--- config.mk ---
export PLATFORM = sky130hd
export DESIGN_NAME = xor_parity_accum_flat
export DESIGN_NICKNAME = d
export VERILOG_FILES = /design/src/rtl/xor_parity_accum_if.sv /design/src/rtl/xor_parity_accum.sv /design/src/flat_wrapper.sv
export SDC_FILE = /design/constraint.sdc
export NUM_CORES = 1
export LEC_CHECK = 0
export ABC_CLOCK_PERIOD_IN_PS = 1800
export CORE_UTILIZATION = 44
export DETAILED_ROUTE_END_ITERATION = 10
export MAX_ROUTING_LAYER = met4
export PLACE_DENSITY_LB_ADDON = 0.05
export REMOVE_ABC_BUFFERS = 1
export SLEW_MARGIN = 20
export SYNTH_ARGS = -nofsm -noshare
export SYNTH_HDL_FRONTEND = slang
export SYNTH_SLANG_ARGS = --single-unit
export TNS_END_PERCENT = 1
--- constraint.sdc ---
create_clock -name clk -period 1.8 [get_ports clk]
set_clock_uncertainty 0.15 [all_clocks]
set_input_delay 0.36 -clock clk [delete_from_list [all_inputs] [get_ports clk]]
set_output_delay 0.36 -clock clk [all_outputs]
set_load 0.005 [all_outputs]
--- src/rtl/xor_parity_accum_if.sv ---
// Packet-beat bus for the XOR parity accumulator: the source drives beats, the checker returns results.
interface xor_parity_accum_if #(
    parameter int WIDTH = 8,
    parameter int CNT_W = 8
);
    logic             in_valid;
    logic [WIDTH-1:0] in_data;
    logic             in_first;
    logic             in_last;
    logic             in_exp;

    logic             out_valid;
    logic             out_par;
    logic             out_err;
    logic [CNT_W-1:0] out_beats;
    logic             proto_err;

    modport master (
        output in_valid, in_data, in_first, in_last, in_exp,
        input  out_valid, out_par, out_err, out_beats, proto_err
    );

    modport slave (
        input  in_valid, in_data, in_first, in_last, in_exp,
        output out_valid, out_par, out_err, out_beats, proto_err
    );
endinterface

--- src/rtl/xor_parity_accum.sv ---
// Multi-beat packet parity generator/checker: XOR-reduces every bit of a first..last framed packet
// and flags a mismatch against the expected parity carried on the last beat.
module xor_parity_accum #(
    parameter int WIDTH = 8,
    parameter bit ODD   = 1'b0,
    parameter bit PIPE  = 1'b0,
    parameter int CNT_W = 8
) (
    input  logic              clk,
    input  logic              rst,
    xor_parity_accum_if.slave bus
);
    localparam int LEVELS = (WIDTH > 1) ? $clog2(WIDTH) : 0;
    localparam int LEAVES = 1 << LEVELS;

    typedef enum logic {
        IDLE = 1'b0,
        BUSY = 1'b1
    } state_t;

    // Balanced reduction tree; leaves beyond WIDTH are tied to 0 so odd widths stay balanced.
    for (genvar l = 0; l <= LEVELS; l++) begin : g_lvl
        logic [(LEAVES >> l)-1:0] v;
        if (l == 0) begin : g_leaf
            for (genvar i = 0; i < LEAVES; i++) begin : g_bit
                if (i < WIDTH) begin : g_data
                    assign v[i] = bus.in_data[i];
                end else begin : g_pad
                    assign v[i] = 1'b0;
                end
            end
        end else begin : g_node
            for (genvar i = 0; i < (LEAVES >> l); i++) begin : g_bit
                assign v[i] = g_lvl[l-1].v[2*i] ^ g_lvl[l-1].v[2*i+1];
            end
        end
    end

    logic beat_par;
    assign beat_par = g_lvl[LEVELS].v[0];

    logic s_valid;
    logic s_first;
    logic s_last;
    logic s_exp;
    logic s_bp;

    if (PIPE) begin : g_pipe
        logic valid_q;
        logic first_q;
        logic last_q;
        logic exp_q;
        logic bp_q;

        always_ff @(posedge clk or posedge rst) begin
            if (rst) begin
                valid_q <= 1'b0;
                first_q <= 1'b0;
                last_q  <= 1'b0;
                exp_q   <= 1'b0;
                bp_q    <= 1'b0;
            end else begin
                valid_q <= bus.in_valid;
                first_q <= bus.in_first;
                last_q  <= bus.in_last;
                exp_q   <= bus.in_exp;
                bp_q    <= beat_par;
            end
        end

        assign s_valid = valid_q;
        assign s_first = first_q;
        assign s_last  = last_q;
        assign s_exp   = exp_q;
        assign s_bp    = bp_q;
    end else begin : g_direct
        assign s_valid = bus.in_valid;
        assign s_first = bus.in_first;
        assign s_last  = bus.in_last;
        assign s_exp   = bus.in_exp;
        assign s_bp    = beat_par;
    end

    state_t           state_q;
    logic             acc_q;
    logic [CNT_W-1:0] cnt_q;
    logic             out_valid_q;
    logic             out_par_q;
    logic             out_err_q;
    logic [CNT_W-1:0] out_beats_q;
    logic             proto_err_q;

    logic             cnt_inc_d;
    logic [CNT_W-1:0] cnt_sat_d;
    logic             fin_par_d;
    logic [CNT_W-1:0] fin_cnt_d;

    // The count pins at all-ones; parity keeps accumulating regardless.
    assign cnt_inc_d = ~(&cnt_q);
    assign cnt_sat_d = cnt_inc_d ? cnt_q + CNT_W'(1) : cnt_q;

    // A first beat always restarts the packet, whatever state the FSM was in.
    assign fin_par_d = (s_first ? s_bp : (acc_q ^ s_bp)) ^ ODD;
    assign fin_cnt_d = s_first ? CNT_W'(1) : cnt_sat_d;

    // NOTE: state is updated with non-blocking assignments so every register samples pre-edge values.
    always_ff @(posedge clk or posedge rst) begin
        if (rst) begin
            state_q     <= IDLE;
            acc_q       <= 1'b0;
            cnt_q       <= '0;
            out_valid_q <= 1'b0;
            out_par_q   <= 1'b0;
            out_err_q   <= 1'b0;
            out_beats_q <= '0;
            proto_err_q <= 1'b0;
        end else begin
            out_valid_q <= 1'b0;
            proto_err_q <= 1'b0;
            if (s_valid) begin
                if (s_first || (state_q == BUSY)) begin
                    if (s_first && (state_q == BUSY)) begin
                        proto_err_q <= 1'b1;
                    end
                    if (s_last) begin
                        out_valid_q <= 1'b1;
                        out_par_q   <= fin_par_d;
                        out_err_q   <= fin_par_d ^ s_exp;
                        out_beats_q <= fin_cnt_d;
                        state_q     <= IDLE;
                    end else begin
                        acc_q   <= s_first ? s_bp : (acc_q ^ s_bp);
                        cnt_q   <= fin_cnt_d;
                        state_q <= BUSY;
                    end
                end else begin
                    proto_err_q <= 1'b1;
                end
            end
        end
    end

    assign bus.out_valid = out_valid_q;
    assign bus.out_par   = out_par_q;
    assign bus.out_err   = out_err_q;
    assign bus.out_beats = out_beats_q;
    assign bus.proto_err = proto_err_q;
endmodule
--- src/flat_wrapper.sv ---
// flat-port wrapper written by rule: the top's interface ports become plain ports
module xor_parity_accum_flat 
#(
    parameter int WIDTH = 8,
    parameter bit ODD   = 1'b0,
    parameter bit PIPE  = 1'b0,
    parameter int CNT_W = 8
)
  (clk, rst, bus_in_valid, bus_in_data, bus_in_first, bus_in_last, bus_in_exp, bus_out_valid, bus_out_par, bus_out_err, bus_out_beats, bus_proto_err);
  xor_parity_accum_if #(.WIDTH(WIDTH), .CNT_W(CNT_W)) bus_i ();
  input  logic clk;
  input  logic rst;
  input wire logic [$bits(bus_i.in_valid)-1:0] bus_in_valid;
  input wire logic [$bits(bus_i.in_data)-1:0] bus_in_data;
  input wire logic [$bits(bus_i.in_first)-1:0] bus_in_first;
  input wire logic [$bits(bus_i.in_last)-1:0] bus_in_last;
  input wire logic [$bits(bus_i.in_exp)-1:0] bus_in_exp;
  output wire logic [$bits(bus_i.out_valid)-1:0] bus_out_valid;
  output wire logic [$bits(bus_i.out_par)-1:0] bus_out_par;
  output wire logic [$bits(bus_i.out_err)-1:0] bus_out_err;
  output wire logic [$bits(bus_i.out_beats)-1:0] bus_out_beats;
  output wire logic [$bits(bus_i.proto_err)-1:0] bus_proto_err;
  assign bus_i.in_valid = bus_in_valid;
  assign bus_i.in_data = bus_in_data;
  assign bus_i.in_first = bus_in_first;
  assign bus_i.in_last = bus_in_last;
  assign bus_i.in_exp = bus_in_exp;
  assign bus_out_valid = bus_i.out_valid;
  assign bus_out_par = bus_i.out_par;
  assign bus_out_err = bus_i.out_err;
  assign bus_out_beats = bus_i.out_beats;
  assign bus_proto_err = bus_i.proto_err;
  xor_parity_accum #(.WIDTH(WIDTH), .ODD(ODD), .PIPE(PIPE), .CNT_W(CNT_W)) u_core (.clk(clk), .rst(rst), .bus(bus_i));
endmodule
After elaboration in Yosys (flattened, before gate mapping)
Index checks and enable logic that the tools add are counted.
- output and inout port bits: 12
- logic and storage cells: 35
- register bits: 22
- bitwise logic cells: 10
- reductions and logical operators: 6
- $add $sub $neg: 1
- multiplexer cells: 10
- operator list (kind ; number):
    $mux W8 ; 2
    $xor A1 B1 Y1 ; 9
    $add A8 B1 Y8 const B ; 1
    $mux W1 ; 8
    $reduce_and A8 Y1 ; 1
    $reduce_and A3 Y1 ; 2
    $reduce_and A2 Y1 ; 1
    $logic_and A1 B1 Y1 ; 1
    $logic_or A1 B1 Y1 ; 1
    $not A1 Y1 ; 1

Logic depth before layout (Yosys ltp)
Gate-level depths: netlist (run 1).
- depth in word-level cells: 6
- gate-level depth with buffers: 7

Worst setup path after synthesis (run 1)
OpenSTA, ideal clock, no wires.
- path kind: input to register
- start: input bus_in_first
- end: register u_core.cnt_q[3]
- data required time: 1568 ps
- buffers on the path: 1
- stages on the path: 7
- slack: 17 ps
- data arrival time: 1551 ps
- cells stage by stage: inv_1 ha_1 or3b_2 clkbuf_1 nor2_1 nand2_1 o22ai_1
- cells in the longest elaborated chain, start to end: 2
- elaborated cells between the ends (all ways): 3
- classes of those cells: mux: 1; reduce/logical: 2
- ends and longest elaborated chain (item ; RTL line ; text):
    start, declared ; flat_wrapper.sv:15 ; input wire logic [$bits(bus_i.in_first)-1:0] bus_in_first;
    $logic_or A1 B1 Y1 ; xor_parity_accum.sv:121 ; if (s_first || (state_q == BUSY)) begin
    $reduce_and A3 Y1 (no source line) ; -- ;
    end signal, assigned ; xor_parity_accum.sv:133 ; cnt_q <= fin_cnt_d;
    end, declared ; xor_parity_accum.sv:86 ; logic [CNT_W-1:0] cnt_q;
Several ways; a longest one is shown, not always the timed one.
A chain may end at the register's enable or synchronous reset.

Worst setup path in the final report (run 1)
- start: input bus_in_data[4]
- end: register u_core.acc_q
- cells in the longest elaborated chain, start to end: 5
- ends and longest elaborated chain (item ; RTL line ; text):
    start, declared ; flat_wrapper.sv:14 ; input wire logic [$bits(bus_i.in_data)-1:0] bus_in_data;
    $xor A1 B1 Y1 * (3 in series) ; xor_parity_accum.sv:34 ; assign v[i] = g_lvl[l-1].v[2*i] ^ g_lvl[l-1].v[2*i+1];
    $xor A1 B1 Y1 ; xor_parity_accum.sv:132 ; acc_q <= s_first ? s_bp : (acc_q ^ s_bp);
    $mux W1 * ; xor_parity_accum.sv:132 ;
    end signal, assigned ; xor_parity_accum.sv:132 ;
    end, declared ; xor_parity_accum.sv:85 ; logic acc_q;
Mark *: on every way between the ends. The rest lies on a longest branch, timed or not.

==> results of run 1 <==
-- final timing paths --
kind / start / to / slack [ps] / depth (start not counted)
setup / recovery: bus_in_data[4] / u_core.acc_q / 100 / 5
max in group asynchronous: rst / u_core.bus.out_beats[1] / 1060 / 3
hold reg to reg: u_core.bus.out_beats[4] / u_core.bus.out_beats[4] / 350 / 2
min in group clk: bus_in_first / u_core.cnt_q[7] / 300 / 3
setup reg to reg: u_core.cnt_q[0] / u_core.bus.out_beats[2] / 150 / 5
hold / removal: rst / u_core.bus.out_beats[6] / 220 / 3
-- layer usage --
metal | track usage (%) | part of all wire, % | routed length [um] | up-vias
met2 | 36.9 | 52 | 1320 | 19
li1 | - | - | - | 500
met3 | 3.39 | 2.9 | 75 | 4
met4 | 5.26 | 0.90 | 23 | 0
met5 | - | 0 | 0 | -
met1 | 25.5 | 45 | 1140 | 499
-- synthesized netlist by cell type (2+ instances only) --
cell type,number
dfrtp_1,22
nand2_1,18
a21oi_1,9
o21ai_0,8
xnor2_1,7
nor2_1,6
inv_1,5
mux2i_1,3
nand3_1,3
nor2b_1,3
o31ai_1,3
a31oi_1,2
clkbuf_1,2
ha_1,2
nor3_1,2
o21ai_1,2
xor2_1,2
-- cells by family after synthesis --
group,count (synthesis)
buffers and inverters,9
DFF,22
xor gates and xnor gates,11
adders and majority gates,2
AOI/OAI and AO/OA,31
and+or+nand+nor,40
muxes,3
-- registers in the layout, indices dropped and copies added, names as in the netlist --
name / cells
u_core.bus.out_valid: 1
u_core.cnt_q: 8
u_core.state_q: 1
u_core.bus.out_err: 1
u_core.bus.proto_err: 1
u_core.acc_q: 1
u_core.bus.out_beats: 8
u_core.bus.out_par: 1
-- cells in the final DEF, fill, tap and decap left out, types with 2 or more instances in the layout --
cell type	count
o31ai_1	2
xor2_1	2
xnor2_1	7
inv_1	4
nand3_1	3
o21ai_0	7
dfrtp_1	22
a21oi_1	9
mux2i_1	3
clkbuf_4	3
nor2b_1	2
o31ai_2	2
nand2_1	18
clkdlybuf4s50_1	24
o21ai_1	3
nor2_1	5
a31oi_1	2
buf_4	17
nor3_1	2
-- worst min-delay path, cell delays in order --
cell	delay [ps]
clkdlybuf4s50_1	400
inv_1	50
buf_4	270
-- power groups by stage --
| stage | Sequential (uW) | Clock (uW) | Combinational (uW) |
|---|---|---|---|
| after floorplan | 656 | 0 | 239 |
| after global placement | 649 | 0 | 472 |
| after detailed placement | 655 | 0 | 487 |
| after CTS | 645 | 287 | 496 |
| after global routing | 656 | 302 | 547 |
| final | 645 | 275 | 493 |
-- timing repair --
item                                    4_1_cts  5_1_grt
resized for setup                             6        3
buffers inserted                              0        1
cloned                                        0        0
pin swaps                                     2        1
endpoints found under the setup margin        7        2
hold buffers                                  0        0
-- per-stage QoR --
step	power [uW]	instances	hold slack (ps)	setup TNS [ps]	area [um2]
2_1_floorplan	895	114	199	0	1150
3_3_place_gp	1120	186	311	-5850	1570
3_5_place_dp	1140	186	324	-6570	1570
4_1_cts	1430	190	225	0	1620
5_1_grt	1500	191	255	0	1630
6_report	1410	191	224	0	1630
-- layout make-up --
cell class	count	area, um2	area share (%)
Sequential cell	22	551	33.7
Inverter	5	18.8	1.15
Clock buffer	4	36.3	2.22
Tap cell	30	37.5	2.30
Timing Repair Buffer	43	392	24.0
Multi-Input combinational cell	87	599	36.7
==> summary.md, run 1 <==
| Metric | Value |
|---|---|
| Synth Register Bits | 22 |
| IR drop worst, VDD | 0.000741 V |
| Diodes inserted | 0 |
| Initial core utilization | between 40% and 50% |
| Fin. Hold Viols | 0 |
| GRT Util Overall | about a fifth |
| MaxCap Viol Count | 0 |
| Startpoint types | primary input |
| FP Rows | 18 |
| TritonCTS clock tree | yes |
| Core ar. | 0.00250 mm2 |
| CTS max path bufs | 2 |
| First-pass GRT wire length | 4200 um |
| Die height | around 54 um |
| Skew-Pair Late Insertion Delay | 300 ps |
| Post-synth ARST share | 100% |
| Setup crit end kind | flop |
| Multiplexer area fraction after synthesis | 2.56% |
| Post-route setup slack | 101 ps |
| Synth Area in Simple Gates | between 10% and 20% |
| Post-synth top area cell | dfrtp_1 |
| RSZ-0062 raised after global routing | false |
| Final clock period utilization by the worst path | between 90% and 100% |
| Worst Path Required | 1840 ps |
| Starting DRT DRC Count | 27 |
| Drt pass-1 iters | 4 |
| Crit-path max FO | 2 |
| Distinct cells, synth | 36 |
| Pleak | 0.000751 uW |
| Antenna viol nets, final | 0 |
| Slowest-stage cell, CP | clkdlybuf4s50_1 |
| Sw Pwr | between 400 and 500 uW |
| Top delay family on crit path | XOR/XNOR gates |
| Antenna violations before repair | 0 |
| Mapped cell area | around 0.0012 mm2 |
| Vias per cell | 5.35 |
| Power per cell area | 865 mW/mm2 |
| Post-synthesis cell count | 118 |
| Most used cell, CP | xnor2_1 |
| CP peak stage delay | approximately 470 ps |
| GPL Wtd Cong | 0.915 |
| Chip width | about 54 um |
| Synth Area in Adders | under 10% |
| Kind of critical path | primary input to flop |
| Total congestion overflow | 0 |
| Internal power | 992 uW |
| Max Fclk | 0.588 GHz |
| Root Buffer | clkbuf_4 |
| CTS H-tree depth | 1 |
| DRC viols | 0 |
| Die area | roughly 0.0029 mm2 |
| Hold crit path type | primary input to async pin |
| Vias | 1022 |
| NumNets Final | ~180 |
| Critical path buffers and inverters | 1 |
| Post-synthesis compound-gate area fraction | 16.7% |
| Clk pwr share | 19.5% |
| Filler instances | 219 |
| Final Critical Period | about 1700 ps |
| Total CTS buffers | 3 |
| Critical path cell sequence | clkdlybuf4s50_1 > xnor2_1 > xnor3_2 > xnor2_1 > o21ai_0 |
| Area delta synth->final | 39.2% |
| Status | finished clean |
| Endpoints failing setup | 0 |
| Register share of total power | 45.6% |
| Synth top area cells | dfrtp_1 (47%), nand2_1 (5.8%), xnor2_1 (5.2%) |
| Ys Warns | 0 |
| Critical Path AT | 1740 ps |
| Finished Core Util | 65.4% |
| Port-buffer cells | 25 |
| Largest family of logic cells by synthesized area | simple AND/OR/NAND/NOR gates |
| Largest net degree at the start of global routing | 23 |
| Syn avg cell area | ~9.9 um2 |
| Setup WS pre-CTS | -432 ps |
| Drt wl/cell | 13.4 um |
| Clock-pin slew on the worst setup and hold paths | 120 ps |
| Slew Viols, Final | 0 |
| Clock Sinks | 22 |
| Synth Area in XOR/XNOR | 10.7% |
| I/O pins | 26 |
| Slew @ Worst Pin | approximately 280 ps |
| Relative slew slack | between 80% and 90% |
| Sw Ratio | 29.8% |
| Vias in the first global route | between 900 and 1000 |
| Logic gate share of total power | 34.9% |
| Share of layout cells above drive strength 1 | 21.7% |
| DP HPWL | 1960 um |
| Number of flops mapped to enable cells by yosys | 0 |
| Share of the synthesized area in the top cell type | a little under half |
| Total wire length | 2560 um |
| Seq/Total Area, Yosys | 46.9% |
| Synth Flop Type | dfrtp_1 |
(Power assumes the default switching activity.)
==> inputs of run 2 (changes only) <==
Settings changed: CORE_UTILIZATION 44 to 46, CTS_BUF_LIST set to sky130_fd_sc_hd__clkbuf_8, CTS_CLUSTER_DIAMETER set to 50.
==> run 2 against run 1 <==
First-iteration DRC count decreased by 44%; global-route usage increased by 0.26 points; critical path depth unchanged; via count decreased by 2.0%; total power increased by 15%; sequential power about the same; critical endpoint is now u_core.bus.out_beats[2].
==> summary.md, run 2 (synthesized netlist as in run 1, its figures left out) <==
| Metric | Value |
|---|---|
| Status | finished clean |
| Slew Viols, Final | 0 |
| Vias in the first global route | slightly below 1000 |
| MaxCap Viol Count | 0 |
| Fin. Hold Viols | 0 |
| Launching point of the worst reg2reg path | u_core.cnt_q[0] |
| Hold_ws | 274 ps |
| Final Critical Period | 1740 ps |
| Slew @ Worst Pin | 323 ps |
| Port-buffer cells | 25 |
| DP Cell Count | ~180 |
| IR drop worst, VDD | between 0.0008 and 0.0009 V |
| CTS H-tree depth | 1 |
| DRC viols | 0 |
| Finished Layout Cells | ~190 |
| Share of layout cells above drive strength 1 | 19.7% |
| NumNets Final | 174 |
| Startpoint types | flop |
| Total wire length | about 2500 um |
| Antenna viol nets, final | 0 |
| Total CTS buffers | 3 |
| Crit path from | u_core.cnt_q[0] |
| TritonCTS clock tree | yes |
| Setup Buffers After CTS | 0 |
| Drt wl/cell | 13.7 um |
| Endpoints failing setup | 0 |
| CTS max path bufs | 2 |
| DP HPWL | 1880 um |
| First-pass GRT wire length | 4080 um |
| I/O pins | 26 |
| Setup WS pre-CTS | -403 ps |
| Pleak | 0.000750 uW |
| Chip width | roughly 53 um |
| Vias | 1002 |
| Commonest non-fill, non-tap cells in the layout | clkdlybuf4s50_1 (24), dfrtp_1 (22), nand2_1 (18) |
| Critical Path AT | 1770 ps |
| Max Fclk | 0.574 GHz |
| Hold crit path type | primary input to async pin |
| RSZ-0062 raised after global routing | false |
| Total congestion overflow | 0 |
| Die height | roughly 53 um |
| Cts-stage hold buffer count | 0 |
| GRT Util Overall | 21.5% |
| Post-route setup slack | 57.7 ps |
| Post-route cell area | 0.00165 mm2 |
| Antenna violations before repair | 0 |
| Filler instances | 183 |
| FP Rows | 17 |
| GPL Wtd Cong | 0.811 |
| Setup crit end kind | flop |
| Root Buffer | clkbuf_8 |
| Starting DRT DRC Count | 15 |
| Placed inst area | between 0.0015 and 0.002 mm2 |
| Core ar. | about 0.0023 mm2 |
| Area delta synth->final | 40.2% |
| Diodes inserted | 0 |
| Skew-Pair Late Insertion Delay | 260 ps |
| Relative slew slack | 78.2% |
| Crit-path max FO | 6 |
| Finished Core Util | 71.6% |
| Kind of critical path | flop to flop |
| Largest net degree at the start of global routing | 23 |
| Initial core utilization | between 50% and 60% |
| Power per cell area | 983 mW/mm2 |
| Clock Sinks | 22 |
| Die area | 0.00276 mm2 |
| Final clock period utilization by the worst path | 96.8% |
| Clock-pin slew on the worst setup and hold paths | roughly 80 ps |
| Worst Path Required | between 1500 and 2000 ps |
| Drt pass-1 iters | 4 |
| Vias per cell | 5.42 |
| Commonest non-fill, non-tap cell in the layout | clkdlybuf4s50_1 |
-- run 2: cell types whose count changed in the layout (fill, tap and decap cells not counted), moves of 2 or more --
cell and change:
xnor2_1 -2, buf_4 -4, xnor2_2 +2, clkbuf_4 -3, clkbuf_8 +2
-- run 2: stage by stage --
step                      TNS (ps)  total power [uW]
after floorplan                  0               895
after global routing             0              1720
final                            0              1620
after global placement       -5460              1130
after CTS                        0              1610
after detailed placement     -6430              1140
-- run 2: repair_timing --
item                       CTS  global route
setup endpoints to repair   16             2
hold endpoints to repair     0             0
pin swaps                    4             0
gates resized for setup      7             2
-- run 2: final cells by class --
class / instances / area, um2 / area share (%)
Multi-Input combinational cell: 87 / 612 / 37.2
Sequential cell: 22 / 551 / 33.5
Timing Repair Buffer: 39 / 358 / 21.7
Clock buffer: 3 / 41.3 / 2.51
Tap cell: 28 / 35.0 / 2.13
Clock inverter: 1 / 30.0 / 1.83
Inverter: 5 / 18.8 / 1.14
-- run 2: worst max-delay path, stage by stage, from the launching register on --
cell and delay, ps:
dfrtp_1 380, ha_1 180, and4_1 350, nand2_4 110, a31o_2 280, o31ai_2 200
-- run 2: final timing paths --
| path | end | depth (start not counted) | slack [ps] |
|---|---|---|---|
| worst max-delay path | u_core.bus.out_beats[2] | 5 | 60 |
| worst min-delay path | u_core.bus.out_par | 3 | 270 |
| worst max register to register | u_core.bus.out_beats[2] | 5 | 60 |
| worst min register to register | u_core.bus.out_beats[6] | 2 | 330 |
| max in group asynchronous | u_core.bus.proto_err | 3 | 1000 |
| min in group clk | u_core.bus.out_beats[6] | 2 | 330 |
-- run 2: metal layers --
layer	routed length (um)	vias to the layer above	GRT usage, %
met2	1190	30	34.2
met5	0	-	-
met4	49	0	10.1
met1	1170	473	26.6
met3	119	7	3.48
li1	-	492	-
-- run 2: where the power goes --
group | switching, uW | internal, uW
Combinational | 214 | 296
Clock | 165 | 297
Sequential | 63.8 | 582
==> inputs of run 3 (changes only) <==
Settings changed: CORE_UTILIZATION 46 to 58, DONT_BUFFER_PORTS set to 1.
==> run 3 against run 2 <==
Flip-flop and latch count stayed put; combinational power is 34% lower; cell count is 17% lower; register-to-register slack better by 70 ps; first-iteration DRC count is 13% higher; worst hold slack worse by 250 ps; via count is 9.7% lower.
==> summary.md, run 3 (synthesized netlist as in run 1, its figures left out) <==
| Metric | Value |
|---|---|
| Reg area | between 500 and 600 um2 |
| Die area | around 0.0022 mm2 |
| Vias per cell | 5.88 |
| Setup WS pre-CTS | 53.1 ps |
| TritonCTS clock tree | yes |
| Post-route setup slack | 128 ps |
| Worst reg2reg endpoint | u_core.bus.out_beats[2] |
| Worst Path Required | about 1800 ps |
| Register share of total power | 48.5% |
| Core ar. | between 0.0015 and 0.002 mm2 |
| Worst hold path startpoint | bus_in_first |
| Filler instances | 147 |
| Slew Viols, Final | 0 |
| First-pass GRT wire length | between 3000 and 4000 um |
| Antenna violations before repair | 0 |
| Sw Ratio | 29.9% |
| Sw Pwr | 405 uW |
| Clock-pin slew on the worst setup and hold paths | ~80 ps |
| Launching point of the worst reg2reg path | u_core.cnt_q[1] |
| MaxCap Viol Count | 0 |
| RSZ-0062 raised after global routing | false |
| Total wire length | approximately 2400 um |
| Largest net degree at the start of global routing | 14 |
| Setup tns final | 0 ps |
| Hold crit path type | primary input to flop |
| Total congestion overflow | 0 |
| Starting DRT DRC Count | 17 |
| GRT Util Overall | 25.5% |
| Area delta synth->final | 13.3% |
| Drt wl/cell | between 15 and 20 um |
| Startpoint types | flop |
| Endpoints failing setup | 0 |
| CTS max path bufs | 2 |
| DP HPWL | roughly 1700 um |
| I/O pins | 26 |
| Crit-path max FO | 6 |
| Commonest non-fill, non-tap cell in the layout | dfrtp_1 |
| Root Buffer | clkbuf_8 |
| Antenna viol nets, final | 0 |
| Status | finished clean |
| Crit path from | u_core.cnt_q[1] |
| Worst r2r path cells | 5 |
| Skew-Pair Late Insertion Delay | 270 ps |
| Multi-input logic area | between 500 and 600 um2 |
| Relative slew slack | approximately three quarters |
| CTS H-tree depth | 1 |
| Reg2Reg Setup Slack | 130 ps |
| Setup Buffers After CTS | 0 |
| Die height | about 47 um |
| Power per cell area | 1020 mW/mm2 |
| Commonest non-fill, non-tap cells in the layout | dfrtp_1 (22), nand2_1 (18), buf_4 (10) |
| Critical Path AT | 1710 ps |
| Vias in the first global route | 852 |
| Clk pwr share | about a quarter |
| Total CTS buffers | 3 |
| Chip width | 47.0 um |
| Share of layout cells above drive strength 1 | 17.8% |
| FP Rows | 15 |
| Setup crit end kind | flop |
| Clock Sinks | 22 |
| Kind of critical path | flop to flop |
| Slew @ Worst Pin | ~380 ps |
| GPL Wtd Cong | 0.829 |
| NumNets Final | 146 |
| DRC viols | 0 |
| Pleak | 0.000619 uW |
| Diodes inserted | 0 |
| IR drop worst, VDD | 0.000736 V |
| Vias | a little over 900 |
| Hold_ws | 29.3 ps |
| Final clock period utilization by the worst path | 92.9% |
| Port-buffer cells | 0 |
| Drt pass-1 iters | 4 |
| Initial core utilization | about 65% |
| Internal power | around 950 uW |
| Max Fclk | 0.598 GHz |
| Final Critical Period | around 1700 ps |
| Logic gate share of total power | 25.1% |
| CP endpoint | u_core.bus.out_beats[2] |
| Fin. Hold Viols | 0 |
==> run 3: cell count changes in the layout (fill, tap and decap cells not counted), sizes merged <==
cell,previous run,this run
buf,14,10
bufinv,1,0
clkbuf,3,4
clkdlybuf4s50,24,0
dlygate4sd2,1,0
dlygate4sd3,0,1
==> run 3: worst min-delay path by stage <==
stage,endpoint,depth (start not counted)
after detailed placement,u_core.cnt_q[3],1
final,u_core.cnt_q[7],1
after floorplan,u_core.acc_q,1
after global placement,u_core.bus.out_valid,1
after global routing,u_core.cnt_q[7],1
after CTS,u_core.cnt_q[7],1
==> run 3: metal layers <==
metal  up-vias  global-route usage, %  routed length (um)
li1        436                      -                   -
met4         0                   12.0                  59
met1       438                   30.5                1040
met3         7                   4.23                  81
met5         -                      -                   0
met2        24                   41.9                1200
==> run 3: final cells by class <==
type,instances,share of cell area [%]
Timing Repair Buffer,11,6.40
Clock buffer,4,4.14
Sequential cell,22,41.4
Tap cell,25,2.35
Inverter,5,1.41
Multi-Input combinational cell,87,44.3
==> run 3: power by group through the flow <==
stage / Combinational [uW] / Clock (uW) / Sequential (uW)
6_report: 339 / 358 / 656
5_1_grt: 377 / 382 / 671
4_1_cts: 337 / 368 / 656
3_5_place_dp: 334 / 0 / 665
3_3_place_gp: 322 / 0 / 663
2_1_floorplan: 239 / 0 / 656
==> run 3: repair_timing <==
action | 4_1_cts | 5_1_grt
hold buffers | 1 | 0
endpoints found under the setup margin | 0 | 2
hold endpoints to repair | 9 | 0
resized for setup | 0 | 2
==> run 3: through the flow <==
step	cell area, um2	power, uW	utilization, %	instances
3_3_place_gp	1260	985	69.9	149
3_5_place_dp	1260	999	69.9	149
4_1_cts	1330	1360	73.5	154
6_report	1330	1350	73.8	154
2_1_floorplan	1150	895	-	114
5_1_grt	1330	1430	73.8	154
==> run 3: worst max-delay path: stages, from the launching register on <==
cell and delay, ps:
dfrtp_1 370, ha_1 160, and4_1 330, nand2_4 110
a31o_2 270, o31ai_2 200
==> RTL edit 1 (config.mk and constraints of run 3) <==
`PIPE` is set to 1'b0 in 2 places; all go to 1'b1.
--- a/src/rtl/xor_parity_accum.sv
+++ b/src/rtl/xor_parity_accum.sv
@@ -4,5 +4,5 @@
     parameter int WIDTH = 8,
     parameter bit ODD   = 1'b0,
-    parameter bit PIPE  = 1'b0,
+    parameter bit PIPE  = 1'b1,
     parameter int CNT_W = 8
 ) (
--- a/src/flat_wrapper.sv
+++ b/src/flat_wrapper.sv
@@ -4,5 +4,5 @@
     parameter int WIDTH = 8,
     parameter bit ODD   = 1'b0,
-    parameter bit PIPE  = 1'b0,
+    parameter bit PIPE  = 1'b1,
     parameter int CNT_W = 8
 )
Function: changed (a bounded check fails within 4 cycles, from zero or initial values and one cycle with rst high).
==> RTL edit 1 against run 3 <==
Power grew 8.7%. Routed wire length is 5.0% higher. Sequential cell count up 5. Synthesized area rose by 15%. Setup slack better by 0.027 ns. Via count is 11% higher. Die area up 15%. Design area grew 14%. Critical endpoint is now u_core.bus.out_beats[1]$_DFFE_PP0P_. Largest cell class is now registers. Largest power group unchanged.
==> RTL edit 1: results (changes against run 3) <==
INFO  logic_synthesis main_area_contributors_after_synthesis=sky130_fd_sc_hd__dfrtp_1 50%, sky130_fd_sc_hd__xnor2_1 4.5%, sky130_fd_sc_hd__a21oi_1 4.4%
INFO  global_route   gr-usage-all-layers=23.0% [-2.5 points]
INFO  global_route   grt_first_pass_wirelength=4200um [+14%]
INFO  worst_setup_path critical_path_arrival=1.62ns [-0.09 ns]
INFO  logic_synthesis synth_seq_area_share=49.9% [+3.0 points]
INFO  run_status     run_status=finished clean
INFO  global_route   first_global_vias=934 [+9.6%]
INFO  worst_setup_path regToRegSetupSlack=0.15ns [+0.03 ns]
INFO  place          placedCellCount=164 [+10%]
INFO  pwr            powerSeq=800uW [+22%]
INFO  worst_hold_path hold_end=u_core.g_pipe.bp_q$_DFF_PP0_
INFO  logic_synthesis post_synth_most_frequent_cells=27 x sky130_fd_sc_hd__dfrtp_1, 13 x sky130_fd_sc_hd__nor2_1, 12 x sky130_fd_sc_hd__a21oi_1, 12 x sky130_fd_sc_hd__nand2_1, 7 x sky130_fd_sc_hd__xnor2_1
INFO  place          dpl-instance-area=0.00140sqmm [+11%]
INFO  final_layout   post_route_cells_drive_above_1_share=15.8% [-2.1 points]
INFO  sta            slew-limit-headroom=78.9% [+4.2 points]
INFO  place          detailedPlace.worstSlack=0.109ns [+0.0556 ns]
INFO  worst_setup_path regToRegStartpoint=u_core.g_pipe.first_q$_DFF_PP0_
INFO  sta            worst_hold_slack=0.256ns [+0.227 ns]
INFO  drt            drt-wirelength-per-cell=14.4um [-7.1%]
INFO  pwr            power-per-cell-area=973mW/mm^2 [-4.3%]
INFO  worst_setup_path endpoint=u_core.bus.out_beats[1]$_DFFE_PP0P_
INFO  global_route   grt_start_max_net_pins=16 [+2]
INFO  place          gpl.final_weighted_congestion=0.883 [+6.5%]
INFO  pwr            powerClk=331uW [-7.5%]
INFO  pwr            total_leakage_power=0.675nW [+9.1%]
INFO  place          place_hpwl=1810um [+3.7%]
INFO  worst_setup_path critPathMaxFanout=11 [+5]
INFO  logic_synthesis synth.distinct_cells=33 [-8.3%]
INFO  final_layout   multi_input_area=592squm [+0.42%]
INFO  pwr            power.share.switching=30.3% [+0.33 points]
INFO  worst_setup_path r2r_cells=6 [+1]
==> RTL edit 1: timing repair <==
action	CTS	global route
hold buffers	5	0
gates resized for setup	0	3
endpoints found under the hold margin	31	0
setup buffers	0	1
setup endpoints to repair	0	6
==> RTL edit 1: metal layers <==
layer	track usage, %	routed length, um
met3	3.33	98
met1	29.0	1180
met4	9.72	44
met5	-	0
met2	37.1	1180
==> RTL edit 1: cells by family (layout without fill, tap and decap cells) <==
logic type | Yosys count | after routing | share of synthesized area [%]
xor+xnor | 10 | 10 | 6.46
simple gates | 43 | 43 | 15.9
fa+ha+maj | 2 | 2 | 1.85
buf+inv | 16 | 27 | 7.20
mux | 1 | 1 | 0.831
flops | 27 | 27 | 49.9
compound gates | 36 | 36 | 17.9
==> RTL edit 1: final cells by class <==
class / count / area share, %
flip-flops and latches: 27 / 44.8
multi-input cells: 92 / 39.2
repair buffers: 17 / 9.27
clock buffers: 3 / 2.73
well taps: 28 / 2.32
inverters: 6 / 1.49
clock inverters: 1 / 0.248
==> RTL edit 2 (settings of run 3) <==
Without the edit above. Reset style: synchronous (`rst`), changed in 2 clocked blocks.
--- a/src/rtl/xor_parity_accum.sv
+++ b/src/rtl/xor_parity_accum.sv
@@ -53,5 +53,5 @@
         logic bp_q;
 
-        always_ff @(posedge clk or posedge rst) begin
+        always_ff @(posedge clk) begin
             if (rst) begin
                 valid_q <= 1'b0;
@@ -105,5 +105,5 @@
 
     // NOTE: state is updated with non-blocking assignments so every register samples pre-edge values.
-    always_ff @(posedge clk or posedge rst) begin
+    always_ff @(posedge clk) begin
         if (rst) begin
             state_q     <= IDLE;
Check against the original RTL: differs if rst is asserted again (counterexample within 4 cycles, from zero or initial values and one cycle with rst high); with rst held inactive, the same outputs for 10 cycles.
==> RTL edit 2 against run 3 <==
Setup slack worse by 0.043 ns. Sequential share of layout area is 5.6 points lower. Synthesized area is 7.8% lower. Critical path type unchanged. Critical endpoint is now u_core.bus.out_beats[1]$_SDFFE_PP0P_. First-iteration DRC count is 53% higher. Routed wire length decreased by 3.3%. Sequential cell count unchanged. Design area decreased by 7.1%. Via count increased by 2.1%.
Power is not compared: it rests on default switching activity, and its combinational part moved more than twofold at a synthesized area within 25%.
==> RTL edit 2: results (changes against run 3) <==
INFO  run_status     run_status=finished clean
INFO  global_route   grt_start_max_net_pins=23 [+9]
INFO  worst_setup_path regToRegStartpoint=u_core.cnt_q[1]$_SDFFE_PP0P_
INFO  logic_synthesis post_synth_most_frequent_cells=22 x sky130_fd_sc_hd__dfxtp_1, 19 x sky130_fd_sc_hd__nor2_1, 10 x sky130_fd_sc_hd__a22oi_1
INFO  worst_setup_path r2r_cells=6 [+1]
INFO  place          place_hpwl=1630um [-6.3%]
INFO  global_route   gr-usage-all-layers=25.1% [-0.41 points]
INFO  worst_setup_path regToRegSetupSlack=0.09ns [-0.04 ns]
INFO  drt            viasPerCell=5.89 [+0.15%]
INFO  place          gpl.final_weighted_congestion=0.863 [+4.1%]
INFO  final_layout   num-nets-final=149 [+2.1%]
INFO  drt            drtIter0Drc=26 [+9]
INFO  drt            wirelength=2300um [-3.3%]
INFO  sta            slew-limit-headroom=75.5% [+0.77 points]
INFO  worst_hold_path hp-start=rst
INFO  pwr            power.ir.vdd_worst=0.000602V
INFO  logic_synthesis main_area_contributors_after_synthesis=sky130_fd_sc_hd__dfxtp_1 41%, sky130_fd_sc_hd__a22oi_1 6.9%, sky130_fd_sc_hd__nor2_1 6.6%
INFO  worst_setup_path critical_path.reg2reg.endpoint=u_core.bus.out_beats[1]$_SDFFE_PP0P_
INFO  final_layout   post_route_cells_drive_above_1_share=16.7% [-1.2 points]
INFO  worst_setup_path critical_path.max_stage_delay=0.36ns
INFO  sta            worst_hold_slack=0.000547ns [-0.0288 ns]
INFO  worst_hold_path hold_end=u_core.cnt_q[1]$_SDFFE_PP0P_
INFO  logic_synthesis synth_seq_area_share=40.7% [-6.2 points]
INFO  logic_synthesis synth_async_sr_flop_share=0% [-100 points]
INFO  global_route   grt_first_pass_wirelength=3560um [-3.5%]
INFO  worst_setup_path worst_path_max_delay_cell=sky130_fd_sc_hd__dfxtp_2
## RTL edit 2: changes by cell type in the layout (fill, tap and decap cells not counted), sizes merged, moves of 3 or more
cell / run 3 / this run
a22oi: 0 / 10
dfrtp: 22 / 0
dfxtp: 0 / 22
mux2i: 3 / 0
nand2: 19 / 7
nor2: 6 / 19
o21ai: 10 / 3
o31ai: 4 / 0
## RTL edit 2: timing repair
action	4_1_cts	5_1_grt
buffers inserted	0	0
gates resized for setup	0	3
endpoints found under the setup margin	0	10
endpoints found under the hold margin	0	3
hold buffers	0	1
## RTL edit 2: through the flow
step / power (mW) / setup slack, ns / utilization, % / instances / cell area [sq um]
6_report: 0.986 / 0.0850 / 70.8 / 157 / 1240
4_1_cts: 0.988 / 0.0522 / 70.0 / 156 / 1220
3_5_place_dp: 0.643 / 0.0303 / 66.8 / 152 / 1170
2_1_floorplan: 0.616 / 0.0124 / - / 117 / 1060
5_1_grt: 1.03 / -0.000400 / 70.8 / 157 / 1240
3_3_place_gp: 0.639 / 0.107 / 66.8 / 152 / 1170
## RTL edit 2: worst max path at each step
stage	start	endpoint	slack [ns]
floorplan	u_core.cnt_q[0]$_SDFFE_PP0P_	u_core.bus.out_beats[1]$_SDFFE_PP0P_	0.01
global placement	bus_in_data[1]	u_core.bus.out_err$_SDFFE_PP0P_	0.11
detailed placement	bus_in_data[1]	u_core.bus.out_err$_SDFFE_PP0P_	0.03
CTS	u_core.cnt_q[1]$_SDFFE_PP0P_	u_core.bus.out_beats[1]$_SDFFE_PP0P_	0.05
global route	u_core.state_q$_SDFFE_PP0P_	u_core.cnt_q[5]$_SDFFE_PP0P_	-0.0004
finish	u_core.cnt_q[1]$_SDFFE_PP0P_	u_core.bus.out_beats[1]$_SDFFE_PP0P_	0.09
## RTL edit 2: area by class of cell
| type | instances | area (sq um) |
|---|---|---|
| multi-input combinational | 92 | 611 |
| fill | 142 | 509 |
| sequential | 22 | 443 |
| timing repair buffer | 11 | 85.1 |
| clock buffer | 4 | 55.1 |
| tap | 25 | 31.3 |
| inverter | 3 | 11.3 |
## RTL edit 2: cells by family after synthesis
group,synth area share [%]
AOI/OAI and AO/OA,19.7
and+or+nand+nor,19.8
DFF,40.7
muxes,2.08
adders and majority gates,2.31
xor gates and xnor gates,12.4
buffers and inverters,3.12
## RTL edit 2: layer usage
layer	global-route usage [%]	vias up	routed length [um]	share of wire [%]
met1	28.6	442	1040	45
met2	41.7	28	1150	50
met5	-	-	0	0
li1	-	452	-	-
met3	4.80	2	101	4.4
met4	12.7	0	12	0.52
## RTL edit 2: power breakdown
group          internal, mW  total, mW  switching [mW]
combinational        0.0688      0.128          0.0594
sequential            0.499      0.507         0.00751
clock                 0.195      0.351           0.157
total                 0.763      0.986           0.224
